[src/rtl/clock_setter_pkg.sv]
// ============================================================================
// clock_setter_pkg : shared types, limits and wrap arithmetic for the time setter
// Revision 1.0 - initial release
// ============================================================================
`default_nettype none

package clock_setter_pkg;

  typedef enum logic [2:0] {
    RUN    = 3'd0,
    EDIT_H = 3'd1,
    EDIT_M = 3'd2,
    EDIT_S = 3'd3,
    COMMIT = 3'd4
  } setter_state_t;

  localparam logic [5:0] MAX_HORAS   = 6'd23;
  localparam logic [5:0] MAX_MIN_SEG = 6'd59;

  localparam logic [1:0] FIELD_NONE = 2'd0;
  localparam logic [1:0] FIELD_H    = 2'd1;
  localparam logic [1:0] FIELD_M    = 2'd2;
  localparam logic [1:0] FIELD_S    = 2'd3;

  // Simultaneous up and down cancel out; no carry leaves the field.
  function automatic logic [5:0] edit_value(input logic [5:0] value,
                                            input logic [5:0] max_value,
                                            input logic       up,
                                            input logic       down);
    logic [5:0] result;
    result = value;
    if (up && !down)
      result = (value >= max_value) ? 6'd0 : value + 6'd1;
    else if (down && !up)
      result = (value == 6'd0) ? max_value : value - 6'd1;
    return result;
  endfunction

  function automatic logic [5:0] clamp_capture(input logic [5:0] value,
                                               input logic [5:0] max_value);
    return (value > max_value) ? 6'd0 : value;
  endfunction

endpackage

`default_nettype wire

[src/rtl/button_debouncer.sv]
// ============================================================================
// button_debouncer : 2-FF sync, stability debounce and one-cycle press event
// Revision 1.0 - initial release
// ============================================================================
`default_nettype none

module button_debouncer #(
  parameter int DEBOUNCE_CYCLES = 1_000_000
) (
  input  logic clk_100MHz,
  input  logic rstn,
  input  logic btn,
  output logic press
);

  localparam int             CW       = (DEBOUNCE_CYCLES > 1) ? $clog2(DEBOUNCE_CYCLES) : 1;
  localparam logic [CW-1:0]  CNT_LAST = CW'(DEBOUNCE_CYCLES - 1);

  logic          r_sync1;
  logic          r_sync2;
  logic          r_stable;
  logic          r_stable_d;
  logic [CW-1:0] r_cnt;

  always_ff @(posedge clk_100MHz or negedge rstn) begin
    if (!rstn) begin
      r_sync1    <= 1'b0;
      r_sync2    <= 1'b0;
      r_stable   <= 1'b0;
      r_stable_d <= 1'b0;
      r_cnt      <= '0;
      press      <= 1'b0;
    end else begin
      r_sync1    <= btn;
      r_sync2    <= r_sync1;
      r_stable_d <= r_stable;
      press      <= r_stable & ~r_stable_d;
      if (r_sync2 == r_stable) begin
        r_cnt <= '0;
      end else if (r_cnt == CNT_LAST) begin
        r_stable <= r_sync2;
        r_cnt    <= '0;
      end else begin
        r_cnt <= r_cnt + CW'(1);
      end
    end
  end

endmodule

`default_nettype wire

[src/rtl/clock_time_setter.sv]
// ============================================================================
// clock_time_setter : button-driven edit session producing pause/load for the clock counter
// Revision 1.0 - initial release
// ============================================================================
`default_nettype none

module clock_time_setter
  import clock_setter_pkg::*;
#(
  parameter int DEBOUNCE_CYCLES = 1_000_000
) (
  input  logic       clk_100MHz,
  input  logic       rstn,
  input  logic       btn_mode,
  input  logic       btn_up,
  input  logic       btn_down,
  input  logic [5:0] horas,
  input  logic [5:0] minutos,
  input  logic [5:0] segundos,
  output logic       pause,
  output logic       load,
  output logic [5:0] load_horas,
  output logic [5:0] load_minutos,
  output logic [5:0] load_segundos,
  output logic [1:0] edit_field
);

  logic w_mode_ev;
  logic w_up_ev;
  logic w_down_ev;

  setter_state_t r_state;
  logic [5:0]    r_edit_h;
  logic [5:0]    r_edit_m;
  logic [5:0]    r_edit_s;

  button_debouncer #(.DEBOUNCE_CYCLES(DEBOUNCE_CYCLES)) u_deb_mode (
    .clk_100MHz (clk_100MHz),
    .rstn       (rstn),
    .btn        (btn_mode),
    .press      (w_mode_ev)
  );

  button_debouncer #(.DEBOUNCE_CYCLES(DEBOUNCE_CYCLES)) u_deb_up (
    .clk_100MHz (clk_100MHz),
    .rstn       (rstn),
    .btn        (btn_up),
    .press      (w_up_ev)
  );

  button_debouncer #(.DEBOUNCE_CYCLES(DEBOUNCE_CYCLES)) u_deb_down (
    .clk_100MHz (clk_100MHz),
    .rstn       (rstn),
    .btn        (btn_down),
    .press      (w_down_ev)
  );

  // The edit registers are the load value; they only change inside an edit session.
  assign load_horas    = r_edit_h;
  assign load_minutos  = r_edit_m;
  assign load_segundos = r_edit_s;

  always_ff @(posedge clk_100MHz or negedge rstn) begin
    if (!rstn) begin
      r_state    <= RUN;
      r_edit_h   <= '0;
      r_edit_m   <= '0;
      r_edit_s   <= '0;
      pause      <= 1'b0;
      load       <= 1'b0;
      edit_field <= FIELD_NONE;
    end else begin
      load <= 1'b0;
      case (r_state)
        RUN: begin
          pause      <= 1'b0;
          edit_field <= FIELD_NONE;
          if (w_mode_ev) begin
            r_edit_h   <= clamp_capture(horas, MAX_HORAS);
            r_edit_m   <= clamp_capture(minutos, MAX_MIN_SEG);
            r_edit_s   <= clamp_capture(segundos, MAX_MIN_SEG);
            r_state    <= EDIT_H;
            pause      <= 1'b1;
            edit_field <= FIELD_H;
          end
        end
        EDIT_H: begin
          r_edit_h <= edit_value(r_edit_h, MAX_HORAS, w_up_ev, w_down_ev);
          if (w_mode_ev) begin
            r_state    <= EDIT_M;
            edit_field <= FIELD_M;
          end
        end
        EDIT_M: begin
          r_edit_m <= edit_value(r_edit_m, MAX_MIN_SEG, w_up_ev, w_down_ev);
          if (w_mode_ev) begin
            r_state    <= EDIT_S;
            edit_field <= FIELD_S;
          end
        end
        EDIT_S: begin
          r_edit_s <= edit_value(r_edit_s, MAX_MIN_SEG, w_up_ev, w_down_ev);
          if (w_mode_ev) begin
            r_state    <= COMMIT;
            load       <= 1'b1;
            edit_field <= FIELD_NONE;
          end
        end
        COMMIT: begin
          r_state    <= RUN;
          pause      <= 1'b0;
          edit_field <= FIELD_NONE;
        end
        default: begin
          r_state    <= RUN;
          pause      <= 1'b0;
          edit_field <= FIELD_NONE;
        end
      endcase
    end
  end

endmodule

`default_nettype wire
[config.mk]
export PLATFORM = sky130hd
export DESIGN_NAME = clock_time_setter
export DESIGN_NICKNAME = d
export VERILOG_FILES = /design/src/rtl/clock_setter_pkg.sv /design/src/rtl/button_debouncer.sv /design/src/rtl/clock_time_setter.sv
export SDC_FILE = /design/constraint.sdc
export NUM_CORES = 1
export LEC_CHECK = 0
export ABC_AREA = 1
export BUFFER_PORTS_ARGS = -buffer_cell sky130_fd_sc_hd__buf_4
export CORE_MARGIN = 2
export CORE_UTILIZATION = 54
export CTS_BUF_LIST = sky130_fd_sc_hd__clkbuf_8
export DETAILED_ROUTE_END_ITERATION = 8
export PLACE_DENSITY_LB_ADDON = 0.12
export SYNTH_ARGS = -nofsm -noshare
export SYNTH_HDL_FRONTEND = slang
export SYNTH_SLANG_ARGS = --single-unit
[constraint.sdc]
create_clock -name clk_100MHz -period 4.15 [get_ports clk_100MHz]
set_input_delay 0 -clock clk_100MHz [delete_from_list [all_inputs] [get_ports clk_100MHz]]
set_output_delay 0 -clock clk_100MHz [all_outputs]
set_load 0.01 [all_outputs]
==> results of run 1 <==
[registers in the layout, indices dropped and copies added, names as in the netlist, 2 cells and up]
name and flops:
load_horas 6, u_deb_up.r_cnt 20, load_minutos 6, load_segundos 6, u_deb_down.r_cnt 20, r_state 3, edit_field 2, u_deb_mode.r_cnt 20
[final cells by class]
class,count,area share
tap,143,0.02513
sequential,100,0.3514
inverter,116,0.06115
clock buffer,9,0.01740
multi-input combinational,649,0.4639
clock inverter,7,0.008259
timing repair buffer,63,0.07275
[cells in the mapped netlist, drive strengths merged (8+ instances only)]
library cell  instances
nand3                73
a21oi                21
ha                   13
xor2                 18
nand4                18
dfrtp               100
nand2               259
o21ai                22
inv                 112
nor2                184
buf                   8
xnor2                13
nor3                 16
[tightest hold or removal path, cell delays in order]
cell,delay [ns]
sky130_fd_sc_hd__buf_4,0.08
sky130_fd_sc_hd__nand2_1,0.04
sky130_fd_sc_hd__nand2_1,0.05
sky130_fd_sc_hd__nand2_1,0.04
sky130_fd_sc_hd__inv_1,0.05
sky130_fd_sc_hd__nand2_1,0.04
sky130_fd_sc_hd__nand2_1,0.05
[how the worst min path moves through the flow]
stage,end,slack [ns],depth (start not counted)
floorplan,edit_field[0],-0.30,0
global placement,u_deb_up.r_sync1,0.11,1
detailed placement,u_deb_down.r_sync1,0.11,1
CTS,load_horas[3],0.002,6
global route,load_segundos[3],0.04,7
finish,load_segundos[3],0.01,7
[layout by cell type (no fill, tap or decap), types with 4 or more instances in the layout]
cell type,instances
sky130_fd_sc_hd__nor3_1,12
sky130_fd_sc_hd__nand3_1,65
sky130_fd_sc_hd__nand2_4,7
sky130_fd_sc_hd__ha_1,13
sky130_fd_sc_hd__buf_4,45
sky130_fd_sc_hd__xnor2_1,13
sky130_fd_sc_hd__inv_1,100
sky130_fd_sc_hd__clkbuf_8,9
sky130_fd_sc_hd__nor2_2,9
sky130_fd_sc_hd__o21bai_1,4
sky130_fd_sc_hd__a21oi_1,20
sky130_fd_sc_hd__nand3_4,4
sky130_fd_sc_hd__nand2_2,10
sky130_fd_sc_hd__o21ai_0,18
sky130_fd_sc_hd__nor2_1,158
sky130_fd_sc_hd__inv_2,12
sky130_fd_sc_hd__nor2_4,17
sky130_fd_sc_hd__clkinv_1,4
sky130_fd_sc_hd__nand3_2,4
sky130_fd_sc_hd__nand4_1,18
sky130_fd_sc_hd__dfrtp_1,100
sky130_fd_sc_hd__dlygate4sd3_1,18
sky130_fd_sc_hd__xor2_1,17
sky130_fd_sc_hd__nand2_1,242
[power groups by stage]
stage,clock [mW],sequential [mW],combinational (mW)
after floorplan,0,1.01,0.0369
after global routing,0.661,0.993,0.110
after global placement,0,1.01,0.0813
after detailed placement,0,1.01,0.0837
after CTS,0.625,0.991,0.0973
final,0.597,0.991,0.0957
[per-stage QoR]
step             util  cells
2_1_floorplan       -    874
3_3_place_gp   0.5918   1053
3_5_place_dp   0.5918   1053
4_1_cts        0.6236   1087
5_1_grt        0.6236   1087
6_report       0.6236   1087
[cells by family after synthesis]
logic type,share of synthesized area
XOR/XNOR,0.04434
flip-flops,0.3977
adder cells (fa/ha/maj),0.02585
AO/OA/AOI/OAI,0.04554
AND/OR/NAND/NOR,0.4092
buffers and inverters,0.07735
[layer usage]
| metal | share of wire | vias up |
|---|---|---|
| met4 | 0.011 | 0 |
| met2 | 0.47 | 126 |
| li1 | - | 2863 |
| met3 | 0.043 | 13 |
| met1 | 0.47 | 2500 |
| met5 | 0 | - |
==> results.md, run 1 <==
- The flow ran to the end, and the final reports show no timing, DRC or antenna violations.
- The remaining antenna violation count after routing is 0.
- Cell internal power was estimated by the tool at 1.253 mW.
- The maximum VDD drop is 0.0002604 V.
- The worst setup slack for register-to-register paths is 2.31 ns.
- Dividing the detail-routed wire length by the instance count gives 12.16 um.
- The async set-or-reset flop fraction in the synthesized netlist is 1.000.
- In this run the clock root is driven by a sky130_fd_sc_hd__clkbuf_8.
- After the first detailed-routing iteration, the DRC count stood at 487.
- The CTS tree is built.
- The routed layout has 5502 vias.
- In this run, synthesis produced a sequential element count of 100.
- The gate family responsible for the most delay along the worst path is simple AND/OR/NAND/NOR gates.
- The final period demand of the worst path is 1.845 ns.
- The tool flagged a number of max-cap violations equal to 0.
- The total global routing overflow is 0.
- The total routing usage reported by global routing is 0.2268.
- The worst min-delay path class is in -> reg.
- The maximum level of the CTS H-tree is 3.
- The number of slew-limit violations in the final report is 0.
- The cell area after layout is 7121 um2.
- The switching fraction of total power is 0.2561.
- The number of sinks handled by clock tree synthesis is 100.
- The number of detailed-routing iterations run before antenna repair is 5.
- OpenSTA, run right after detailed placement, puts the worst setup slack at 2.333 ns.
- The die footprint is 12530 um2.
- The cell count after synthesis is 874.
- The number of nets handed over by synthesis was 910.
- After routing, the total negative slack on setup checks comes to 0 ns.
- Buffers placed on the I/O ports in this run total 44.
- The area share of the largest cell type after synthesis is 0.3977.
- The number of warnings issued by yosys is 0.
- The count of cells along the worst register-to-register path is 8.
- The mean cell area of the mapped netlist is 7.199 um2.
- For this configuration, the core starts out at a cell density of 0.5511.
- Once placement finished, the instance area stood at 6758 um2.
- Of all cell types, the one taking the most synthesized area is sky130_fd_sc_hd__dfrtp_1.
- The routed design has 13.21 mm of wire.
- The clock buffer count from CTS is 9.
- The number of top-level pins is 45.
- The worst setup path endpoint is load_segundos[2].
- The number of global-route vias before repair is 5346.
- Based on the critical path, the design can be clocked at up to 542.0 MHz.
- The source of the worst hold timing path is segundos[3].
- The final-report hold violation count is 0.
- The worst-skew pair later-pin latency is 0.38 ns.
- The startpoint identified for the worst register-to-register timing path is u_deb_down.press.
- The final critical-path setup slack is 2.305 ns.
- The worst slew slack as a fraction of its limit is 0.3992.
- The tightest hold path in the finished design has a slack of 0.01047 ns.
- The power share of the clock group is 0.355.
- The number of remaining DRC errors is 0.
- The detail-routed via count per cell is 5.062.
- No sink is reached through more buffers than the 2 on the longest clock path.
- The logic depth of the worst setup path including buffers is 8.
- The power share of the combinational group is 0.057.
- The total inserted antenna cells is 0.
- In this run, distinct cell masters in the synthesized netlist total 36.
- The sequential element share of the synthesized area is 0.3977.
- The signal on the critical path passes through inv_1 -> ha_1 -> inv_1 -> nor2_1 -> nand2_1 -> nand3_1 -> nand3_1 -> nand2_1.
- Among all stages on the critical path, the largest delay is contributed by sky130_fd_sc_hd__ha_1.
- For this design the static power due to leakage is 3.474 nW.
- Setup repair after global routing left no endpoint under its margin.
- The power density relative to cell area is 236.5 nW/um2.
- The global routing usage on met3 is 0.04573.
- The die width is 111.9 um.
- The number of filler cells placed in the layout is 1048.
- The count of flip-flops with a built-in enable after synthesis is 0.
- The most critical setup path has its startpoint at u_deb_down.press.
- The clock slew seen by the registers of the worst setup and hold paths is 0.10 ns.
- In this run the core area contains 39 standard-cell rows.
- Ranked by total cell area, the synthesized netlist is headed by sky130_fd_sc_hd__dfrtp_1 (40%), sky130_fd_sc_hd__nand2_1 (14%), sky130_fd_sc_hd__nor2_1 (9.4%).
- The worst register-to-register path ends at load_segundos[2].
- The final setup skew is 0.01414 ns.
- The maximum net fanout on the critical path is 15.
- The area taken by flip-flops and latches is 2502 um2.
- The routing usage on met1 is 0.3059.
- The design draws 1.684 mW.
- The initial antenna violation count is 0.
- The worst path required time is 4.46 ns.
- Setup violations remaining at the end of the flow were counted as 0.
- The first global-routing pass estimated 23.65 mm of wire.
- The buffering stage count on the worst path with inverters included is 2.
- Of the available clock period, the critical path in the final layout requires 0.4446.
- The analysis attributes to net switching a power of 431.2 uW.
- The die is 111.9 um tall.
- The final layout contains 975 nets.
- For this run, the slowest stage of the critical path takes 0.41 ns.
- In the final layout, the share of cells above drive strength 1 is 0.1388.
- Compared with the post-synthesis result, the final layout area differs by 13.16%.
- The placed wire-length estimate after detailed placement is 9.681 mm.
- The total standard cell area after synthesis is 6292 um2.
- Entering global routing, the biggest net connects 70 pins.
- Among all flip-flop cells after synthesis, the most frequent one is sky130_fd_sc_hd__dfrtp_1.
- The routability-driven placement congestion ratio is 0.8989.
- After floorplanning, the core was sized to cover 11420 um2.
- The most utilized layer in the global route result is met2.
- STA classifies the critical path endpoint as a register.
- The count of hold buffers inserted by post-cts repair is 18.
- The area of combinational cells with multiple inputs is 3303 um2.
- The count of buffers added by post-CTS timing repair for setup is 0.
- Post-CTS repair changed the size of 0 cells.
- The critical path in this run is classified as reg -> reg.
- The worst setup path is launched from a register.
- At the pin with the least slew margin, the transition time is 0.9013 ns.
- Data on the critical path arrives at its endpoint at 2.16 ns.
- Of the total power, registers draw 0.589.
- The met2 track demand over resource in global routing is 0.3770.
(Power assumes the default switching activity.)
==> inputs of run 2 (changes only) <==
==> constraint.sdc (replaced) <==
create_clock -name clk_100MHz -period 1.5 [get_ports clk_100MHz]
set_input_delay 0 -clock clk_100MHz [delete_from_list [all_inputs] [get_ports clk_100MHz]]
set_output_delay 0 -clock clk_100MHz [all_outputs]
set_load 0.01 [all_outputs]
==> results.md, run 2 (synthesized netlist as in run 1, its figures left out) <==
- The flow ran to the end, and the final reports show no timing, DRC or antenna violations.
- For this run the aggregate overflow at the end of global routing stands at 0.
- The number of port buffers is 44.
- By startpoint and endpoint, the worst setup path is classified as reg -> reg.
- For hold timing, the worst endpoint is load_segundos[3].
- The source of the worst hold timing path is segundos[3].
- Dividing total power by cell area gives a power density of 655.2 nW/um2.
- From bottom edge to top edge, the die measures 111.9 um.
- Once layout is complete, the utilization of the core stands at 0.6615.
- In the global route stage, overall resource usage came out at 0.2266.
- The worst setup slack for register-to-register paths is 0.09 ns.
- The maximum net fanout on the critical path is 6.
- The transition time of the tightest slew-check pin is 0.4723 ns.
- Of the cells placed in the final design, the portion with a size suffix greater than 1 is 0.1924.
- The total inserted antenna cells is 0.
- The number of top-level pins is 45.
- The total detailed-routing wirelength is 13.98 mm.
- For this run, the top clock speed supported by timing is 708.1 MHz.
- In the routed design, unresolved DRC markers number 0.
- The worst min-delay path class is in -> reg.
- The pre-antenna-repair detailed-routing pass consisted of 7 iterations.
- The H-tree was split into 3 levels.
- The worst path needs 1.412 ns of the cycle, external delays included.
- The number of global-route vias before repair is 5363.
- The die width is 111.9 um.
- Setup repair after global routing could not meet its margin everywhere.
- In the finished design, the share of the clock period the worst path needs comes to 0.9414.
- The initialized floorplan defines 39 standard-cell rows.
- The worst hold path cell count is 7.
- The leakage power figure is 3.696 nW.
- The worst path required time is 1.77 ns.
- The initial cell density of the core is 0.5511.
- The final setup skew is 0.02068 ns.
- The maximum VDD drop is 0.0006044 V.
- The routed layout has 5730 vias.
- The area growth from synthesis to layout is 20.04%.
- The number of buffers on the longest clock path is 2.
- The placed wire-length estimate after detailed placement is 10.06 mm.
- The core region is 11420 um2.
- The number of sinks handled by clock tree synthesis is 100.
- The startpoint kind of the worst setup timing path is a register.
- For the worst-skew pair, the clock arrives at the later sink with an insertion delay of 0.39 ns.
- The final critical-path setup slack is 0.08786 ns.
- In this run, CTS created clock tree buffers numbering 9.
- The initial antenna violation count is 0.
- The total length of routed met2 wires is 6.741 mm.
- The top cell types in the final layout, fill and taps aside, are sky130_fd_sc_hd__nand2_1 (241), sky130_fd_sc_hd__nor2_1 (150), sky130_fd_sc_hd__inv_1 (97), sky130_fd_sc_hd__dfrtp_1 (97), sky130_fd_sc_hd__buf_4 (74).
- The worst register-to-register path ends at u_deb_down.r_cnt[18].
- The total design power is 4.949 mW.
- Entering global routing, the biggest net connects 30 pins.
- At the worst endpoint, the arrival time is 1.69 ns.
- The worst slew slack as a fraction of its limit is 0.6841.
- The library cell used as clock root buffer is sky130_fd_sc_hd__clkbuf_8.
- The worst flop-to-flop path startpoint is u_deb_down.r_cnt[0].
- The remaining antenna violation count after routing is 0.
- The wire length of the first global-routing pass is 23.51 mm.
- The most common library cell in the layout ignoring fill and taps is sky130_fd_sc_hd__nand2_1.
- The routed length on met1 is 6.482 mm.
- The die footprint is 12530 um2.
- The count of cells along the worst register-to-register path is 7.
- The tool flagged a number of max-cap violations equal to 0.
- The routed length per instance is 12.48 um.
- After the last flow step, the layout net total stands at 1008.
- The CTS tree is built.
- The final-report hold violation count was 0.
- The worst setup path is captured at a register.
- At the placement stage, the worst setup path has a slack of 0.007046 ns.
- The number of DRC markers after the initial detailed-route iteration is 393.
- The detail-routed via count per cell is 5.116.
- The largest registers in the layout are u_deb_down.r_cnt: 20 flops, u_deb_mode.r_cnt: 20 flops, u_deb_up.r_cnt: 20 flops.
- Setup violations remaining at the end of the flow were counted as 0.
- After clock tree synthesis, the clock-pin slew on the worst setup and hold paths is 0.09 ns.
- The routability-driven placement congestion ratio is 0.9071.
- The number of slew-limit violations in the final report is 0.
- The highest metal layer carrying signal wires in the routed design is met4.
- The hold slack is 0.01000 ns.
- Detailed routing placed a total of 518 um of wire on met3.
-- run 2: critical path, stage by stage (launching register included) --
cell and delay (ns):
sky130_fd_sc_hd__dfrtp_1 0.39, sky130_fd_sc_hd__ha_2 0.21, sky130_fd_sc_hd__inv_2 0.06, sky130_fd_sc_hd__nor2_4 0.19, sky130_fd_sc_hd__nand3_2 0.13, sky130_fd_sc_hd__nor2_2 0.11
sky130_fd_sc_hd__xor2_1 0.17, sky130_fd_sc_hd__nor2_1 0.05
-- run 2: where the power goes --
group          switching, mW  internal, mW  leakage [nW]
registers             0.0237          2.72          1.29
logic                  0.160         0.131          2.29
clock network          0.943         0.971         0.115
total                   1.13          3.82          3.70
-- run 2: cell type report --
| cell class | instances | area, um2 |
|---|---|---|
| multi-input cells | 650 | 3438 |
| clock inverters | 6 | 80.08 |
| repair inverters | 1 | 7.507 |
| repair buffers | 94 | 765.7 |
| fillers | 988 | 3865 |
| clock buffers | 10 | 137.6 |
| well taps | 143 | 178.9 |
| inverters | 116 | 439.2 |
| flip-flops and latches | 100 | 2506 |
-- run 2: worst max-delay path by stage --
stage / from / end / slack [ns]
floorplan: load_minutos[0] / load_minutos[4] / 0.13
global placement: load_segundos[1] / load_segundos[1] / 0.06
detailed placement: load_segundos[1] / load_segundos[1] / 0.007
CTS: u_deb_down.r_cnt[0] / u_deb_down.r_cnt[14] / 0.009
global route: u_deb_down.r_cnt[0] / u_deb_down.r_cnt[18] / -0.03
finish: u_deb_down.r_cnt[0] / u_deb_down.r_cnt[18] / 0.09
-- run 2: through the flow --
stage          instance area [um2]  setup TNS [ns]  cells
2_1_floorplan                 6292               0    874
3_3_place_gp                  6905               0   1071
3_5_place_dp                  6905               0   1071
4_1_cts                       7316               0   1106
5_1_grt                       7553        -0.07352   1120
6_report                      7553               0   1120
-- run 2: layer usage --
layer,global-route usage,up-vias
met1,0.2929,2676
li1,-,2910
met2,0.3879,123
met3,0.03647,21
met4,0.08049,0
met5,0,-
-- run 2: what timing repair did --
| item | CTS | global route |
|---|---|---|
| gates cloned | 0 | 2 |
| hold endpoints to repair | 118 | 0 |
| endpoints found under the setup margin | 5 | 36 |
| pin swaps | 0 | 14 |
| hold buffers | 19 | 0 |
| buffers inserted | 0 | 12 |
| resized for setup | 1 | 41 |
==> inputs of run 3 (changes only) <==
--- a/config.mk
+++ b/config.mk
@@ -11,6 +11,7 @@
 export CORE_UTILIZATION = 54
 export CTS_BUF_LIST = sky130_fd_sc_hd__clkbuf_8
 export DETAILED_ROUTE_END_ITERATION = 8
+export HOLD_SLACK_MARGIN = 0.02
 export PLACE_DENSITY_LB_ADDON = 0.12
 export SYNTH_ARGS = -nofsm -noshare
 export SYNTH_HDL_FRONTEND = slang
==> results.md, run 3 (synthesized netlist as in run 1, its figures left out) <==
- The flow ran to the end, and the final reports show no timing, DRC or antenna violations.
- TritonCTS built the clock tree.
- The die footprint is 12530 um2.
- The total routing usage reported by global routing is 0.2275.
- The worst-case IR drop observed on VDD is 0.0006045 V.
- The final critical-path setup slack is 0.08791 ns.
- The power density relative to cell area is 653.9 nW/um2.
- The most common library cell in the layout ignoring fill and taps is sky130_fd_sc_hd__nand2_1.
- The signal arrival time at the worst endpoint is 1.68 ns.
- The area growth from synthesis to final layout is 20.36%.
- Measured along the x axis, the die boundary spans 111.9 um.
- The startpoint kind of the worst setup timing path is a register.
- For this run, the share of the core covered by cells in the final layout is 0.6633.
- The root buffer cell chosen for the clock tree is sky130_fd_sc_hd__clkbuf_8.
- The via count is 5739.
- The fraction of final layout cells with drive strength greater than 1 is 0.1920.
- The final period utilization is 0.9414.
- The largest registers in the layout are u_deb_down.r_cnt: 20 flops, u_deb_mode.r_cnt: 20 flops, u_deb_up.r_cnt: 20 flops.
- Along the worst path, the maximum fanout reaches 6.
- The top cell types in the final layout, fill and taps aside, are sky130_fd_sc_hd__nand2_1 (241), sky130_fd_sc_hd__nor2_1 (150), sky130_fd_sc_hd__inv_1 (97), sky130_fd_sc_hd__dfrtp_1 (97), sky130_fd_sc_hd__buf_4 (74).
- The HPWL after detailed placement is 10.06 mm.
- The critical path in this run is classified as reg -> reg.
- The initial antenna violation count is 0.
- The overall die height is 111.9 um.
- The H-tree generated during clock tree synthesis spans 3 levels.
- The tree built by TritonCTS fans out to 100 sinks.
- For this block, the routed nets add up to 14.04 mm of wire.
- For this run, the post-layout net count is 1010.
- The detail-routed via count per cell is 5.115.
- At the pin with the least slew margin, the transition time is 0.4723 ns.
- For this configuration, the core starts out at a cell density of 0.5511.
- The worst min-delay path class is in -> reg.
- After the first detailed-routing iteration, the DRC count stood at 382.
- The smallest clock period supported by the final layout is computed as 1.412 ns.
- The number of global-route vias before repair is 5385.
- The tightest hold path in the finished design has a slack of 0.03680 ns.
- The worst pin sits at a relative slew slack of 0.6841.
- The total of endpoints with negative setup slack in the final report is 0.
- At the placement stage, the worst setup path has a slack of 0.007046 ns.
- At the later pin of the worst-skew pair, clock insertion delay measures 0.39 ns.
- The number of slew-limit violations in the final report was 0.
- The top achievable clock speed is 708.2 MHz.
- The number of buffers on the longest clock path is 2.
- The wire length of the first global-routing pass is 23.63 mm.
- The total inserted antenna cells is 0.
- Dividing the detail-routed wire length by the instance count gives 12.51 um.
- The number of top-level pins is 45.
- In the routed design, unresolved DRC markers number 0.
- The final-report hold violation count came to 0.
- After global routing the overflow that remains totals 0.
- The number of detailed-routing iterations run before antenna repair is 5.
- The clock slew seen by the registers of the worst setup and hold paths is 0.11 ns.
- The kind of capture point of the worst setup path is a register.
- The routability-driven placement congestion ratio is 0.9071.
- Summed over all cells, the static leakage comes to 3.704 nW.
- The worst path required time is 1.77 ns.
- Setup repair after global routing could not meet its margin everywhere.
- The number of cell rows is 39.
- In this run the tool buffered the top-level ports with 44 buffer cells.
- Across the routed clock network, the largest skew measured is 0.02270 ns.
- Across the run, the number of max-cap violations was 0.
- The detail route stage leaves a number of antenna-violating nets equal to 0.
- The clock buffer count from CTS is 9.
- The core area is 11420 um2.
- The pin count of the biggest net entering global routing is 30.
==> run 3: cell count changes in the layout (fill, tap and decap cells not counted) <==
cell,delta
sky130_fd_sc_hd__dlygate4sd3_1,+2
==> run 3: critical path: stages (launching register included) <==
cell and delay [ns]:
sky130_fd_sc_hd__dfrtp_1 0.39, sky130_fd_sc_hd__ha_2 0.21, sky130_fd_sc_hd__inv_2 0.06, sky130_fd_sc_hd__nor2_4 0.19, sky130_fd_sc_hd__nand3_2 0.13, sky130_fd_sc_hd__nor2_2 0.11, sky130_fd_sc_hd__xor2_1 0.17, sky130_fd_sc_hd__nor2_1 0.05
==> run 3: metrics by stage <==
step | setup TNS [ns] | area [um2] | std cells | total power, mW
CTS | 0 | 7336 | 1108 | 4.996
global route | -0.07352 | 7574 | 1122 | 5.121
detailed placement | 0 | 6905 | 1071 | 3.037
finish | 0 | 7574 | 1122 | 4.952
global placement | 0 | 6905 | 1071 | 3.029
floorplan | 0 | 6292 | 874 | 2.894
==> run 3: cell type report <==
class                      count  area [um2]
tap                          143       178.9
timing repair inverter         1       7.507
clock buffer                  10       137.6
sequential                   100        2506
multi-input combinational    650        3438
clock inverter                 6       80.08
fill                         982        3845
inverter                     116       439.2
timing repair buffer          96       785.8
==> run 3: worst paths after layout <==
kind                                      from                   end  slack, ns  cells past startpoint
max in group asynchronous                 rstn    u_deb_mode.r_sync2       0.80                      3
max                        u_deb_down.r_cnt[0]  u_deb_down.r_cnt[18]       0.09                      7
max reg2reg                u_deb_down.r_cnt[0]  u_deb_down.r_cnt[18]       0.09                      7
min in group asynchronous                 rstn         load_horas[1]       0.06                      2
min                                   horas[5]         load_horas[0]       0.04                      6
min reg2reg                   u_deb_up.r_sync1      u_deb_up.r_sync2       0.35                      0
==> run 3: per-layer routing <==
metal / up-vias / track usage / routed length [um]
met5: - / 0 / 0
met3: 22 / 0.03538 / 485
li1: 2914 / - / -
met1: 2689 / 0.2943 / 6541
met2: 114 / 0.3911 / 6787
met4: 0 / 0.07886 / 221
==> run 3: report_power, final <==
part	switching (mW)	internal [mW]	leakage (nW)	total [mW]
clock network	0.941	0.971	0.115	1.91
registers	0.0237	2.72	1.29	2.74
logic	0.162	0.134	2.30	0.296
==> run 3: what timing repair did <==
| action | in CTS | in global routing |
|---|---|---|
| setup endpoints to repair | 5 | 36 |
| cloned | 0 | 2 |
| pin swaps | 0 | 14 |
| setup buffers | 0 | 12 |
| hold buffers | 21 | 0 |
| endpoints found under the hold margin | 120 | 0 |
| resized for setup | 1 | 41 |
